**config.mk**
```make
export PLATFORM = sky130hd
export DESIGN_NAME = lm75_display_scanner_flat
export DESIGN_NICKNAME = d
export VERILOG_FILES = /design/src/rtl/display_pkg.sv /design/src/rtl/lm75_display_scanner_if.sv /design/src/rtl/bin2bcd8.sv /design/src/rtl/lm75_display_scanner.sv /design/src/flat_wrapper.sv
export SDC_FILE = /design/constraint.sdc
export NUM_CORES = 1
export LEC_CHECK = 0
export ABC_CLOCK_PERIOD_IN_PS = 3000
export BUFFER_PORTS_ARGS = -buffer_cell sky130_fd_sc_hd__buf_2
export CAP_MARGIN = 5
export CORE_MARGIN = 2
export CORE_UTILIZATION = 60
export CTS_CLUSTER_SIZE = 24
export DETAILED_ROUTE_END_ITERATION = 16
export PLACE_DENSITY = 0.83
export SLEW_MARGIN = 20
export SYNTH_ARGS = -nofsm -noshare
export SYNTH_HDL_FRONTEND = slang
export SYNTH_SLANG_ARGS = --single-unit
```
**constraint.sdc**
```tcl
create_clock -name CLK -period 3 [get_ports CLK]
set_input_delay 0.15 -clock CLK [delete_from_list [all_inputs] [get_ports CLK]]
set_output_delay 0.15 -clock CLK [all_outputs]
set_load 0.01 [all_outputs]
```
**src/rtl/display_pkg.sv**
```systemverilog
// Shared constants, types and helpers for the LM75 temperature display path.
package display_pkg;

  // Width of one BCD digit.
  localparam int NIBBLE_W = 4;

  // Digit code that the segment decoder renders with every segment off.
  localparam logic [4:0] BLANK_CODE = 5'd31;

  // Digit positions as seen by the decoder (position 2 carries the DP).
  localparam logic [3:0] POS_TENTHS   = 4'd1;
  localparam logic [3:0] POS_UNITS    = 4'd2;
  localparam logic [3:0] POS_TENS     = 4'd3;
  localparam logic [3:0] POS_HUNDREDS = 4'd4;

  // Conversion sequencer states.
  typedef enum logic [1:0] {
    IDLE,
    SHIFT,
    COMMIT
  } state_t;

  // Absolute value of a 9-bit two's-complement temperature sample.
  // -256 (9'h100) maps onto itself, which reads back as 256 unsigned.
  function automatic logic [8:0] magnitude(input logic [8:0] temp);
    return temp[8] ? (~temp + 9'd1) : temp;
  endfunction

endpackage

```
**src/rtl/lm75_display_scanner_if.sv**
```systemverilog
// Bus between the temperature source/decoder side and the display scanner.
interface lm75_display_scanner_if;
  logic [8:0] TEMP;
  logic       TEMP_VALID;
  logic [4:0] D;
  logic [3:0] DIGIT_POSN;
  logic [3:0] AN;
  logic       NEG;
  logic       BUSY;

  // Side that supplies temperatures and consumes digit codes.
  modport master (
    output TEMP, TEMP_VALID,
    input  D, DIGIT_POSN, AN, NEG, BUSY
  );

  // The scanner itself.
  modport slave (
    input  TEMP, TEMP_VALID,
    output D, DIGIT_POSN, AN, NEG, BUSY
  );
endinterface

```
**src/rtl/bin2bcd8.sv**
```systemverilog
// Sequential 8-bit binary to 3-digit BCD converter (double-dabble).
// A start pulse loads the operand; the next eight edges each perform one
// add-3/shift step. done is high during the cycle whose closing edge does
// the final step, so the BCD outputs are valid right after that edge.
module bin2bcd8
  import display_pkg::*;
(
  input  logic                clk,
  input  logic                rst_n,
  input  logic                start,
  input  logic [7:0]          bin,
  output logic                done,
  output logic [NIBBLE_W-1:0] hundreds,
  output logic [NIBBLE_W-1:0] tens,
  output logic [NIBBLE_W-1:0] units
);

  localparam int BCD_W = 3 * NIBBLE_W;
  localparam int SR_W  = BCD_W + 8;

  // {hundreds, tens, units, remaining binary bits}
  logic [SR_W-1:0] shreg;
  logic [SR_W-1:0] adjusted;
  logic [3:0]      count;

  // Add 3 to every BCD nibble that is 5 or more before the shift.
  // NOTE: always_comb gives every output a default first so no path can leave it unassigned and infer a latch.
  always_comb begin
    adjusted = shreg;
    for (int i = 0; i < 3; i++) begin
      if (shreg[8 + i*NIBBLE_W +: NIBBLE_W] >= 4'd5)
        adjusted[8 + i*NIBBLE_W +: NIBBLE_W] = shreg[8 + i*NIBBLE_W +: NIBBLE_W] + 4'd3;
    end
  end

  // Load on start, otherwise one adjust-and-shift step per edge while count is non-zero.
  // NOTE: sequential state uses non-blocking assignments so every register samples pre-edge values.
  always_ff @(posedge clk) begin
    if (!rst_n) begin
      shreg <= '0;
      count <= '0;
    end else if (start) begin
      shreg <= {{BCD_W{1'b0}}, bin};
      count <= 4'd8;
    end else if (count != 4'd0) begin
      shreg <= {adjusted[SR_W-2:0], 1'b0};
      count <= count - 4'd1;
    end
  end

  assign done     = (count == 4'd1);
  assign hundreds = shreg[8 + 2*NIBBLE_W +: NIBBLE_W];
  assign tens     = shreg[8 + 1*NIBBLE_W +: NIBBLE_W];
  assign units    = shreg[8 +: NIBBLE_W];

endmodule

```
**src/rtl/lm75_display_scanner.sv**
```systemverilog
// LM75 temperature to 4-digit multiplexed display source.
// Converts a 9-bit half-degree sample to BCD, applies leading-zero blanking,
// keeps a one-deep pending sample, and scans the four digits with anodes
// delayed one cycle to line up with the decoder's registered segments.
module lm75_display_scanner
  import display_pkg::*;
#(
  parameter int unsigned REFRESH_DIV = 50000,
  parameter logic [4:0]  BLANK_CODE  = display_pkg::BLANK_CODE
) (
  input  logic                   CLK,
  input  logic                   RST_N,
  lm75_display_scanner_if.slave  bus
);

  localparam int CNT_W = (REFRESH_DIV > 1) ? $clog2(REFRESH_DIV) : 1;
  localparam logic [CNT_W-1:0] CNT_MAX = CNT_W'(REFRESH_DIV - 1);

  state_t              state;
  logic                busy;
  logic                pend_valid;
  logic [8:0]          pend_temp;
  logic                sign_r;
  logic                half_r;
  logic                neg;

  logic                conv_start;
  logic [8:0]          src_temp;
  logic [8:0]          src_mag;
  logic [7:0]          conv_bin;
  logic                conv_done;
  logic [NIBBLE_W-1:0] bcd_h;
  logic [NIBBLE_W-1:0] bcd_t;
  logic [NIBBLE_W-1:0] bcd_u;

  logic [4:0]          disp_tenths;
  logic [4:0]          disp_units;
  logic [4:0]          disp_tens;
  logic [4:0]          disp_hundreds;

  logic [CNT_W-1:0]    refresh_cnt;
  logic [3:0]          posn;
  logic [3:0]          next_posn;
  logic [4:0]          next_code;
  logic [4:0]          d;
  logic [3:0]          an;

  // Pick the sample that starts the next conversion: a fresh strobe in IDLE
  // (newest wins over a leftover pending one), or the pending sample at COMMIT.
  always_comb begin
    src_temp   = bus.TEMP;
    conv_start = 1'b0;
    case (state)
      IDLE: begin
        conv_start = bus.TEMP_VALID || pend_valid;
        if (!bus.TEMP_VALID) src_temp = pend_temp;
      end
      COMMIT: begin
        conv_start = pend_valid;
        src_temp   = pend_temp;
      end
      default: ;
    endcase
    src_mag  = magnitude(src_temp);
    conv_bin = src_mag[8:1];
  end

  bin2bcd8 u_bin2bcd8 (
    .clk      (CLK),
    .rst_n    (RST_N),
    .start    (conv_start),
    .bin      (conv_bin),
    .done     (conv_done),
    .hundreds (bcd_h),
    .tens     (bcd_t),
    .units    (bcd_u)
  );

  // Conversion sequencer: capture sample, wait for the BCD result, commit with blanking.
  // NOTE: the display registers are a handful of flops, not a RAM, so they reset to blank with the rest.
  always_ff @(posedge CLK) begin
    if (!RST_N) begin
      state         <= IDLE;
      busy          <= 1'b0;
      pend_valid    <= 1'b0;
      pend_temp     <= '0;
      sign_r        <= 1'b0;
      half_r        <= 1'b0;
      neg           <= 1'b0;
      disp_tenths   <= BLANK_CODE;
      disp_units    <= BLANK_CODE;
      disp_tens     <= BLANK_CODE;
      disp_hundreds <= BLANK_CODE;
    end else begin
      case (state)
        IDLE: begin
          if (conv_start) begin
            sign_r     <= src_temp[8];
            half_r     <= src_mag[0];
            pend_valid <= 1'b0;
            busy       <= 1'b1;
            state      <= SHIFT;
          end
        end
        SHIFT: begin
          if (bus.TEMP_VALID) begin
            pend_temp  <= bus.TEMP;
            pend_valid <= 1'b1;
          end
          if (conv_done) state <= COMMIT;
        end
        COMMIT: begin
          disp_hundreds <= (bcd_h == '0) ? BLANK_CODE : 5'(bcd_h);
          disp_tens     <= (bcd_h == '0 && bcd_t == '0) ? BLANK_CODE : 5'(bcd_t);
          disp_units    <= 5'(bcd_u);
          disp_tenths   <= half_r ? 5'd5 : 5'd0;
          neg           <= sign_r;
          // A strobe on this edge becomes the new pending sample either way.
          pend_valid    <= bus.TEMP_VALID;
          if (bus.TEMP_VALID) pend_temp <= bus.TEMP;
          if (pend_valid) begin
            sign_r <= src_temp[8];
            half_r <= src_mag[0];
            state  <= SHIFT;
          end else begin
            busy  <= 1'b0;
            state <= IDLE;
          end
        end
        default: begin
          busy  <= 1'b0;
          state <= IDLE;
        end
      endcase
    end
  end

  // Next scan position and the code it shows.
  always_comb begin
    next_posn = (posn == POS_HUNDREDS) ? POS_TENTHS : posn + 4'd1;
    case (next_posn)
      POS_TENTHS:   next_code = disp_tenths;
      POS_UNITS:    next_code = disp_units;
      POS_TENS:     next_code = disp_tens;
      POS_HUNDREDS: next_code = disp_hundreds;
      default:      next_code = BLANK_CODE;
    endcase
  end

  // Refresh divider, digit mux, and one-cycle-late anode drive.
  always_ff @(posedge CLK) begin
    if (!RST_N) begin
      refresh_cnt <= '0;
      posn        <= POS_TENTHS;
      d           <= BLANK_CODE;
      an          <= 4'b1111;
    end else begin
      an <= ~(4'b0001 << (posn - 4'd1));
      if (refresh_cnt == CNT_MAX) begin
        refresh_cnt <= '0;
        posn        <= next_posn;
        d           <= next_code;
      end else begin
        refresh_cnt <= refresh_cnt + 1'b1;
      end
    end
  end

  assign bus.D          = d;
  assign bus.DIGIT_POSN = posn;
  assign bus.AN         = an;
  assign bus.NEG        = neg;
  assign bus.BUSY       = busy;

endmodule
```
**src/flat_wrapper.sv**
```systemverilog
// flat-port wrapper written by rule: the top's interface ports become plain ports
module lm75_display_scanner_flat import display_pkg::*;
#(
  parameter int unsigned REFRESH_DIV = 50000,
  parameter logic [4:0]  BLANK_CODE  = display_pkg::BLANK_CODE
)
  (CLK, RST_N, bus_TEMP, bus_TEMP_VALID, bus_D, bus_DIGIT_POSN, bus_AN, bus_NEG, bus_BUSY);
  lm75_display_scanner_if bus_i ();
  input  logic CLK;
  input  logic RST_N;
  input wire logic [$bits(bus_i.TEMP)-1:0] bus_TEMP;
  input wire logic [$bits(bus_i.TEMP_VALID)-1:0] bus_TEMP_VALID;
  output wire logic [$bits(bus_i.D)-1:0] bus_D;
  output wire logic [$bits(bus_i.DIGIT_POSN)-1:0] bus_DIGIT_POSN;
  output wire logic [$bits(bus_i.AN)-1:0] bus_AN;
  output wire logic [$bits(bus_i.NEG)-1:0] bus_NEG;
  output wire logic [$bits(bus_i.BUSY)-1:0] bus_BUSY;
  assign bus_i.TEMP = bus_TEMP;
  assign bus_i.TEMP_VALID = bus_TEMP_VALID;
  assign bus_D = bus_i.D;
  assign bus_DIGIT_POSN = bus_i.DIGIT_POSN;
  assign bus_AN = bus_i.AN;
  assign bus_NEG = bus_i.NEG;
  assign bus_BUSY = bus_i.BUSY;
  lm75_display_scanner #(.REFRESH_DIV(REFRESH_DIV), .BLANK_CODE(BLANK_CODE)) u_core (.CLK(CLK), .RST_N(RST_N), .bus(bus_i));
endmodule
```
Word level (Yosys, flattened, before mapping)
Cells that the tools add are included.
- register bits after elaboration: 89
- input port bits: 12
- output and inout bits: 15
- logic and storage cells: 97
- add/sub/neg operators: 8
- order comparisons: 3
- equal/unequal tests: 14
- shift-type cells: 1
- muxes and demuxes: 32
- bitwise logic cells: 4
- reduce and logical (&&, ||, !) cells: 16
- operators by type and width (kind ; count):
    4-bit 2-to-1 mux ; 5
    5-bit case mux with 4 select lines ; 1
    9-bit 2-to-1 mux ; 2
    9-bit case mux with 2 select lines ; 1
    16-bit by 1-bit adder with 16-bit output, second input constant ; 1
    16-bit == test, second input constant ; 1
    8-bit 2-to-1 mux ; 2
    4-bit by 3-bit >= comparator with 1-bit output, second input constant ; 3
    5-bit 2-to-1 mux ; 2
    9-bit by 1-bit adder with 9-bit output, second input constant ; 1
    1-bit 2-to-1 mux ; 9
    9-bit inverter ; 1
    3-bit AND reduction ; 3
    4-bit by 2-bit adder with 4-bit output, second input constant ; 2
    4-bit by 1-bit == test with 1-bit output, second input constant ; 2
    4-bit by 2-bit == test with 1-bit output, second input constant ; 2
    4-bit by 3-bit == test with 1-bit output, second input constant ; 2
    4-bit zero test ; 2
    4-bit by 1-bit subtractor with 4-bit output, second input constant ; 2
    3-bit 2-to-1 mux ; 2
    2-bit by 1-bit != test with 1-bit output, second input constant ; 3
    1-bit case mux with 2 select lines ; 3
    1-bit case mux with 3 select lines ; 2
    2-bit case mux with 3 select lines ; 1
    17 further kinds ; 23

Logic depth before layout (Yosys ltp)
Gate-level depths: netlist of run 1.
- word-level depth: 7
- depth in mapped cells: 11
- mapped depth without buffers: 9

By module
Synthesis of run 1 repeated with hierarchy kept, for this count alone.
- cell total of the unflattened synthesis: 512
- area total of the unflattened synthesis: 4267.8 µm²
- modules (own cells, without submodules) (module ; times used ; cells each ; area an instance (µm²)):
    lm75_display_scanner ; 1 ; 362 ; 3044.2
    bin2bcd8 ; 1 ; 150 ; 1223.7

Worst setup path before layout of run 1
OpenSTA, ideal clock, no wires.
- path type: reg2reg
- start point: reg u_core.state[0]
- end point: reg u_core.u_bin2bcd8.shreg[7]
- arrival: 2.253 ns
- data required time: 2.942 ns
- setup slack: 0.689 ns
- cell stages (with the launch flop): 12
- path buffers: 2
- period minus slack after synthesis: 2.311 ns
- cells stage by stage: dfxtp_1 -> inv_1 -> ha_1 -> buf_6 -> and2_1 -> buf_2 -> or2_1 -> a22oi_1 -> ha_1 -> nand3_1 -> nor4_1 -> o21a_1
- longest elaborated chain between the ends: 6
- ends and longest elaborated chain (element ; line ; text):
    from (decl) ; lm75_display_scanner.sv:19 ; state_t state;
    from (signal assigned) ; lm75_display_scanner.sv:83 ; state <= IDLE;
    from (signal assigned) ; lm75_display_scanner.sv:102 ; state <= SHIFT;
    from (signal assigned) ; lm75_display_scanner.sv:110 ; if (conv_done) state <= COMMIT;
    2-bit == test or 2-bit zero test (tied branches) ; lm75_display_scanner.sv:53 ; case (state)
    9-bit case mux with 2 select lines ; lm75_display_scanner.sv:53 ;
    9-bit inverter ; display_pkg.sv:26 ; return temp[8] ? (~temp + 9'd1) : temp;
    9-bit by 1-bit adder with 9-bit output ; display_pkg.sv:26 ;
    9-bit 2-to-1 mux ; display_pkg.sv:26 ;
    8-bit 2-to-1 mux ; bin2bcd8.sv:42 ; end else if (start) begin
    to (signal assigned) ; bin2bcd8.sv:43 ; shreg <= {{BCD_W{1'b0}}, bin};
    to (signal assigned) ; bin2bcd8.sv:46 ; shreg <= {adjusted[SR_W-2:0], 1'b0};
    to (decl) ; bin2bcd8.sv:22 ; logic [SR_W-1:0] shreg;
Several ways; a longest one is shown, not always the timed one.
A chain may end at the register's enable or synchronous reset.

Final worst setup path of run 1
Ends and elaborated chain as after synthesis.

==> results of run 1 <==
[layer usage]
layer | up-vias | global-route usage (%) | part of all wire (%)
li1 | 1914 | - | -
met1 | 1851 | 32.0 | 47
met2 | 82 | 42.7 | 48
met3 | 20 | 3.76 | 3.2
met4 | 0 | 14.1 | 2.4
met5 | - | 0 | 0
[kinds of logic (layout without fill, tap and decap cells)]
group           count (synthesis)  in the layout  share of synthesized area, %
compound gates                137            137                          20.0
buf+inv                        49             71                          4.94
fa+ha+maj                      22             22                          6.13
mux                            27             27                          6.16
xor+xnor                       20             20                          3.90
simple gates                  194            194                          21.0
flops                          85             85                          37.9
[through the flow]
| step | total power [W] | std cells | utilization, % | cell area (µm²) |
|---|---|---|---|---|
| floorplan | 0.00230 | 534 | - | 4490 |
| global placement | 0.00250 | 640 | 64.2 | 4650 |
| detailed placement | 0.00254 | 640 | 64.2 | 4650 |
| CTS | 0.00343 | 655 | 67.2 | 4880 |
| global route | 0.00365 | 655 | 67.2 | 4880 |
| finish | 0.00344 | 655 | 67.2 | 4880 |
[flip-flops by register name, summed over array words and instances, names as in the netlist, 2 cells and up]
signal and count:
u_core.state 2, u_core.pend_temp 9, u_core.disp_tens 5, u_core.u_bin2bcd8.count 4, u_core.bus.DIGIT_POSN 4, u_core.bus.AN 4
u_core.disp_hundreds 5, u_core.disp_units 4, u_core.bus.D 5, u_core.u_bin2bcd8.shreg 20, u_core.refresh_cnt 16, u_core.disp_tenths 2
[cell type report]
cell class | instances | area [µm²]
Sequential cell | 85 | 1700
Multi-Input combinational cell | 400 | 2560
Clock inverter | 5 | 85.1
Clock buffer | 10 | 138
Fill cell | 599 | 2380
Inverter | 24 | 90.1
Timing Repair Buffer | 32 | 175
Tap cell | 99 | 124
[worst max-delay path, cell delays in order (launching register included)]
cell,delay (ns)
dfxtp_1,0.39
inv_1,0.09
ha_1,0.34
and2_1,0.30
or2_1,0.30
a22oi_1,0.27
ha_1,0.28
nand3_1,0.15
nor4_1,0.35
o21a_1,0.18
[path summary, 6_finish.rpt]
kind,from,endpoint,slack [ns],cells after the start
max reg2reg,u_core.state[0],u_core.u_bin2bcd8.shreg[7],0.31,9
max,u_core.state[0],u_core.u_bin2bcd8.shreg[7],0.31,9
min reg2reg,u_core.refresh_cnt[0],u_core.refresh_cnt[0],0.47,1
min,bus_TEMP[7],u_core.pend_temp[7],0.03,3
[synthesized netlist by cell type, types with 3 or more instances]
cell | count | area (µm²)
mux2i_1 | 25 | 250
xnor2_1 | 15 | 131
nand2b_1 | 8 | 50.1
or3_1 | 6 | 37.5
a31oi_1 | 3 | 18.8
o21ai_0 | 26 | 130
a22oi_1 | 8 | 60.1
nor3b_1 | 3 | 22.5
o22ai_1 | 8 | 50.1
o32ai_1 | 4 | 35.0
nand4_1 | 3 | 18.8
dfxtp_1 | 85 | 1700
clkbuf_1 | 14 | 52.6
nor2_2 | 3 | 18.8
buf_6 | 3 | 33.8
nor2_1 | 41 | 154
and2_1 | 6 | 37.5
nand2_1 | 77 | 289
buf_2 | 6 | 30.0
a21oi_2 | 3 | 26.3
nor2b_1 | 4 | 25.0
inv_1 | 23 | 86.3
and3_1 | 7 | 43.8
a211oi_1 | 8 | 60.1
xor2_1 | 5 | 43.8
nor4_1 | 3 | 18.8
a21oi_1 | 50 | 250
nor3_1 | 8 | 40.0
nand3_1 | 13 | 65.1
o21a_1 | 6 | 45.0
ha_1 | 22 | 275
[power breakdown]
| group | switching, W | total (W) | internal [W] | leakage, nW |
|---|---|---|---|---|
| Sequential | 0.0000991 | 0.00136 | 0.00126 | 0.691 |
| Clock | 0.000419 | 0.000908 | 0.000490 | 0.109 |
| Combinational | 0.000717 | 0.00117 | 0.000448 | 1.09 |
| Total | 0.00124 | 0.00344 | 0.00220 | 1.89 |
==> summary.md, run 1 <==
| Metric | Value |
|---|---|
| Router iterations before antenna repair | `5` |
| Tot GR Track Use | `25.7%` |
| Initial antenna violation count | `0` |
| CP startpoint kind | `flop` |
| Leakage | `1.89 nW` |
| Starting density of the core | `61.9%` |
| Reg clk slew, reported paths | `0.09 ns` |
| Commonest non-fill, non-tap cell in the layout | `dfxtp_1` |
| Count of different cell masters after synthesis | `62` |
| Area Growth Syn to Fin | `8.70%` |
| Synthesis Warnings | `0` |
| CTS Buf Count | `9` |
| Peak Freq | `371 MHz` |
| Drt wl/cell | `between 15 and 20 µm` |
| Worst-case headroom to the max-slew limit | `56.3%` |
| Min Tclk post-route | `2.69 ns` |
| FFs w/ async S/R, synth | `0%` |
| Synthesized area | `between 4000 and 5000 µm²` |
| Core box area | `7250 µm²` |
| TritonCTS clock tree | `done` |
| First-pass GRT wire length | `17.3 mm` |
| Final worst slack | `0.307 ns` |
| Routability cong. | `0.933` |
| Worst setup EP type | `flop` |
| Average vias per placed instance | `5.90` |
| Post-cts hold buffer count | `0` |
| Die width | `90.5 µm` |
| WP data required | `3.31 ns` |
| Vias | `3867` |
| Hold Vio Cnt, Final | `0` |
| Share of post-route cells with drive strength above 1 | `around an eighth` |
| # rows | `31` |
| Post-place setup slack | `0.347 ns` |
| Setup violators final | `0` |
| Clk_lat worst skew | `0.36 ns` |
| Post-cts resize count | `0` |
| Most frequent cells in the layout | `85 x dfxtp_1, 77 x nand2_1, 50 x a21oi_1, 41 x nor2_1` |
| Clock sinks | `85` |
| Setup Fix Bufs, Post-CTS | `0` |
| Total Wirelength | `9.88 mm` |
| GRT Residual Overflow | `0` |
| Worst Skew | `between 0.009 and 0.01 ns` |
| Average size of a mapped cell | `8.40 µm²` |
| Root buffer cell | `clkbuf_8` |
| Vias in the first global route | `3829` |
| Port bufs | `26` |
| RSZ-0062 raised after global routing | `false` |
| Setup_tns | `0 ns` |
| Detailed placement HPWL | `7.16 mm` |
| ANT nets after route | `0` |
| Clock buffer depth | `2` |
| Cell Pwr Density | `705 nW/µm²` |
| Synthesized flop and latch total | `85` |
| Slew @ Worst Pin | `0.638 ns` |
| Final Max Slew Viols | `0` |
| Sequential share of the synthesized area | `37.9%` |
| Post-synth top flop | `dfxtp_1` |
| Die area | `8190 µm²` |
| Initial drt markers | `185` |
| Crit path DAT | `3.01 ns` |
| Synth Net Count | `568` |
| Ant diodes | `0` |
| Pin count of the biggest net entering global routing | `29` |
| H-Tree Depth | `3` |
| Hold crit path type | `in -> reg` |
| Hold slack | `0.0342 ns` |
| Status | `finished, final reports clean` |
| Crit Path Class | `reg -> reg` |
| DRC | `0` |
| Die height | `90.5 µm` |
| Max Cap Viol | `0` |
| Worst vdd ir | `686 µV` |
| Synth Instances | `534` |
| Net count, final | `586` |
| EDFF count, synth | `0` |
| CP max FO | `11` |
| IO Pins | `27` |
| Period utilisation layout | `89.8%` |
(Power assumes the default switching activity.)
==> inputs of run 2 (changes only) <==
--- a/config.mk
+++ b/config.mk
@@ -8,6 +8,7 @@
 export ABC_CLOCK_PERIOD_IN_PS = 3000
 export BUFFER_PORTS_ARGS = -buffer_cell sky130_fd_sc_hd__buf_2
 export CAP_MARGIN = 5
+export CORE_ASPECT_RATIO = 1.2
 export CORE_MARGIN = 2
 export CORE_UTILIZATION = 60
 export CTS_CLUSTER_SIZE = 24
==> run 2 against run 1 <==
Compared with the run above:
- global-route usage fell by 0.59 points
- sequential cell count unchanged
- sequential power hardly changed
- clock power shrank 15%
- die area about the same
- worst hold slack gained 0.0073 ns
- largest power group unchanged
==> summary.md, run 2 (synthesized netlist as in run 1, its figures left out) <==
| Metric | Value |
|---|---|
| Status | `finished, final reports clean (unchanged)` |
| Post-Layout Cell Count | `648 (was 655)` |
| Commonest non-fill, non-tap cell in the layout | `dfxtp_1 (unchanged)` |
| CP startpoint kind | `flop (unchanged)` |
| # placed instances | `632 (was 640)` |
| Setup violators final | `0 (unchanged)` |
| IO Pins | `27 (unchanged)` |
| Crit Path Class | `reg -> reg (unchanged)` |
| Final Max Slew Viols | `0 (unchanged)` |
| Routability cong. | `0.971 (was 0.933)` |
| Tot GR Track Use | `25.1% (was 25.7%)` |
| Worst hold start | `bus_TEMP[7] (unchanged)` |
| Peak Freq | `380 MHz (was 371 MHz)` |
| CP dominant cell by count | `ha_1 (unchanged)` |
| Total Wirelength | `10.2 mm (was 9.88 mm)` |
| Seq pwr share | `41.0% (was 39.6%)` |
| Max Cap Viol | `0 (unchanged)` |
| TritonCTS clock tree | `done (unchanged)` |
| Pin count of the biggest net entering global routing | `27 (was 29)` |
| Net count, final | `587 (was 586)` |
| Router iterations before antenna repair | `5 (unchanged)` |
| DRC | `0 (unchanged)` |
| Worst-case headroom to the max-slew limit | `61.1% (was 56.3%)` |
| Initial antenna violation count | `0 (unchanged)` |
| Crit-path slowest cell | `dfxtp_1 (unchanged)` |
| Hold Vio Cnt, Final | `0 (unchanged)` |
| Max incr delay on CP | `0.39 ns (about the same)` |
| Setup_tns | `0 ns (unchanged)` |
| Reg clk slew, reported paths | `0.09 ns (about the same)` |
| Clock power frac | `23.1% (was 26.4%)` |
| # rows | `34 (was 31)` |
| Cell Pwr Density | `687 nW/µm² (was 705 nW/µm²)` |
| Worst hold endpoint | `u_core.pend_temp[7] (unchanged)` |
| Min Tclk post-route | `2.63 ns (was 2.69 ns)` |
| Worst path cell trace | `inv_1 -> ha_1 -> and2_1 -> or2_1 -> a22oi_1 -> ha_1 -> nand3_1 -> nor4_1 -> o21a_1 (unchanged)` |
| Crit path DAT | `2.94 ns (was 3.01 ns)` |
| Worst Skew | `0.0156 ns (was 0.00911 ns)` |
| Leakage | `1.87 nW (was 1.89 nW)` |
| Die area | `8190 µm² (about the same)` |
| Logic pwr share | `35.9% (was 33.9%)` |
| Max FFs per register | `20 (unchanged)` |
| R2R depth | `9 (unchanged)` |
| Hold Path Depth | `3 (unchanged)` |
| Most frequent cells in the layout | `85 x dfxtp_1, 77 x nand2_1, 50 x a21oi_1, 41 x nor2_1 (unchanged)` |
| Slew @ Worst Pin | `0.575 ns (was 0.638 ns)` |
| Post-place setup slack | `0.354 ns (was 0.347 ns)` |
| Drt wl/cell | `15.8 µm (was 15.1 µm)` |
| H-Tree Depth | `3 (unchanged)` |
| Port bufs | `26 (unchanged)` |
| WP data required | `3.31 ns (about the same)` |
| Largest regs | `u_core.u_bin2bcd8.shreg: 20 flops, u_core.refresh_cnt: 16 flops, u_core.pend_temp: 9 flops (unchanged)` |
| Root buffer cell | `clkbuf_8 (unchanged)` |
| Final worst slack | `0.369 ns (was 0.307 ns)` |
| Die width | `82.9 µm (was 90.5 µm)` |
| ANT nets after route | `0 (unchanged)` |
| Clock buffer depth | `2 (unchanged)` |
| Starting density of the core | `62.0% (was 61.9%)` |
| Vias | `3962 (was 3867)` |
| CTS Buf Count | `9 (unchanged)` |
| First-pass GRT wire length | `17.0 mm (was 17.3 mm)` |
| Hold crit path type | `in -> reg (unchanged)` |
| Area Growth Syn to Fin | `7.81% (was 8.70%)` |
| Worst vdd ir | `456 µV (was 686 µV)` |
| CP max FO | `11 (unchanged)` |
| P_int | `0.00205 W (was 0.00220 W)` |
| RSZ-0062 raised after global routing | `false (unchanged)` |
| Initial drt markers | `240 (was 185)` |
| Period utilisation layout | `87.7% (was 89.8%)` |
| Core box area | `7230 µm² (was 7250 µm²)` |
| Detailed placement HPWL | `7.34 mm (was 7.16 mm)` |
| Worst R2R Start | `u_core.state[0] (unchanged)` |
| Worst setup EP type | `flop (unchanged)` |
| Clk_lat worst skew | `0.37 ns (was 0.36 ns)` |
| FF-to-FF End | `u_core.u_bin2bcd8.shreg[7] (unchanged)` |
| Ant diodes | `0 (unchanged)` |
| Average vias per placed instance | `6.11 (was 5.90)` |
| Die height | `98.7 µm (was 90.5 µm)` |
| GRT Residual Overflow | `0 (unchanged)` |
| Reg2reg setup slack | `0.37 ns (was 0.31 ns)` |
| Vias in the first global route | `3718 (was 3829)` |
| Biggest register | `u_core.u_bin2bcd8.shreg (unchanged)` |
| Switching power | `0.00128 W (was 0.00124 W)` |
| Share of post-route cells with drive strength above 1 | `12.5% (was 12.1%)` |
| Clock sinks | `85 (unchanged)` |
| Switching share of power | `38.4% (was 35.9%)` |
[run 2: metrics by stage]
| step | hold slack, ns | area [µm²] | power (W) | utilization [%] |
|---|---|---|---|---|
| final | 0.0415 | 4840 | 0.00332 | 66.9 |
| after global routing | 0.0419 | 4840 | 0.00351 | 66.9 |
| after CTS | 0.0406 | 4830 | 0.00331 | 66.9 |
| after detailed placement | 0.424 | 4650 | 0.00255 | 64.3 |
| after global placement | 0.419 | 4650 | 0.00252 | 64.3 |
| after floorplan | 0.286 | 4490 | 0.00230 | - |
[run 2: final cells by class]
| type | count | area, µm² |
|---|---|---|
| Clock buffer | 10 | 138 |
| Tap cell | 90 | 113 |
| Clock inverter | 6 | 46.3 |
| Inverter | 24 | 90.1 |
| Multi-Input combinational cell | 400 | 2570 |
| Fill cell | 597 | 2390 |
| Timing Repair Buffer | 33 | 183 |
| Sequential cell | 85 | 1700 |
[run 2: power by group through the flow]
stage          registers, W  logic [W]  clock network [W]
2_1_floorplan       0.00136   0.000943                  0
3_3_place_gp        0.00138    0.00114                  0
3_5_place_dp        0.00139    0.00117                  0
4_1_cts             0.00136    0.00118           0.000773
5_1_grt             0.00138    0.00132           0.000812
6_report            0.00136    0.00119           0.000768
[run 2: critical path, delay by kind of cell (launching register included)]
family / cells / cell delay (ns)
compound gates: 2 / 0.43
flops: 1 / 0.39
buf+inv: 1 / 0.08
simple gates: 4 / 1.07
fa+ha+maj: 2 / 0.60
[run 2: what timing repair did]
item | 4_1_cts | 5_1_grt
hold buffers | 0 | 0
gates resized for setup | 0 | 1
setup endpoints to repair | 0 | 1
buffers inserted | 0 | 0
[run 2: layer usage]
layer	wire length [µm]	vias up	part of all wire [%]	global-route usage, %
met5	0	-	0	0
met4	267	0	2.6	10.8
met3	352	31	3.4	3.60
met2	5350	102	52	46.1
met1	4250	1909	42	28.9
li1	-	1920	-	-
[run 2: worst max path at each step]
stage                          from                         end  cells past startpoint
global placement    u_core.state[1]  u_core.u_bin2bcd8.shreg[3]                      9
global route        u_core.state[0]  u_core.u_bin2bcd8.shreg[5]                      9
detailed placement  u_core.state[1]  u_core.u_bin2bcd8.shreg[3]                      9
floorplan           u_core.state[0]  u_core.u_bin2bcd8.shreg[7]                     11
finish              u_core.state[0]  u_core.u_bin2bcd8.shreg[7]                      9
CTS                 u_core.state[1]  u_core.u_bin2bcd8.shreg[3]                      9
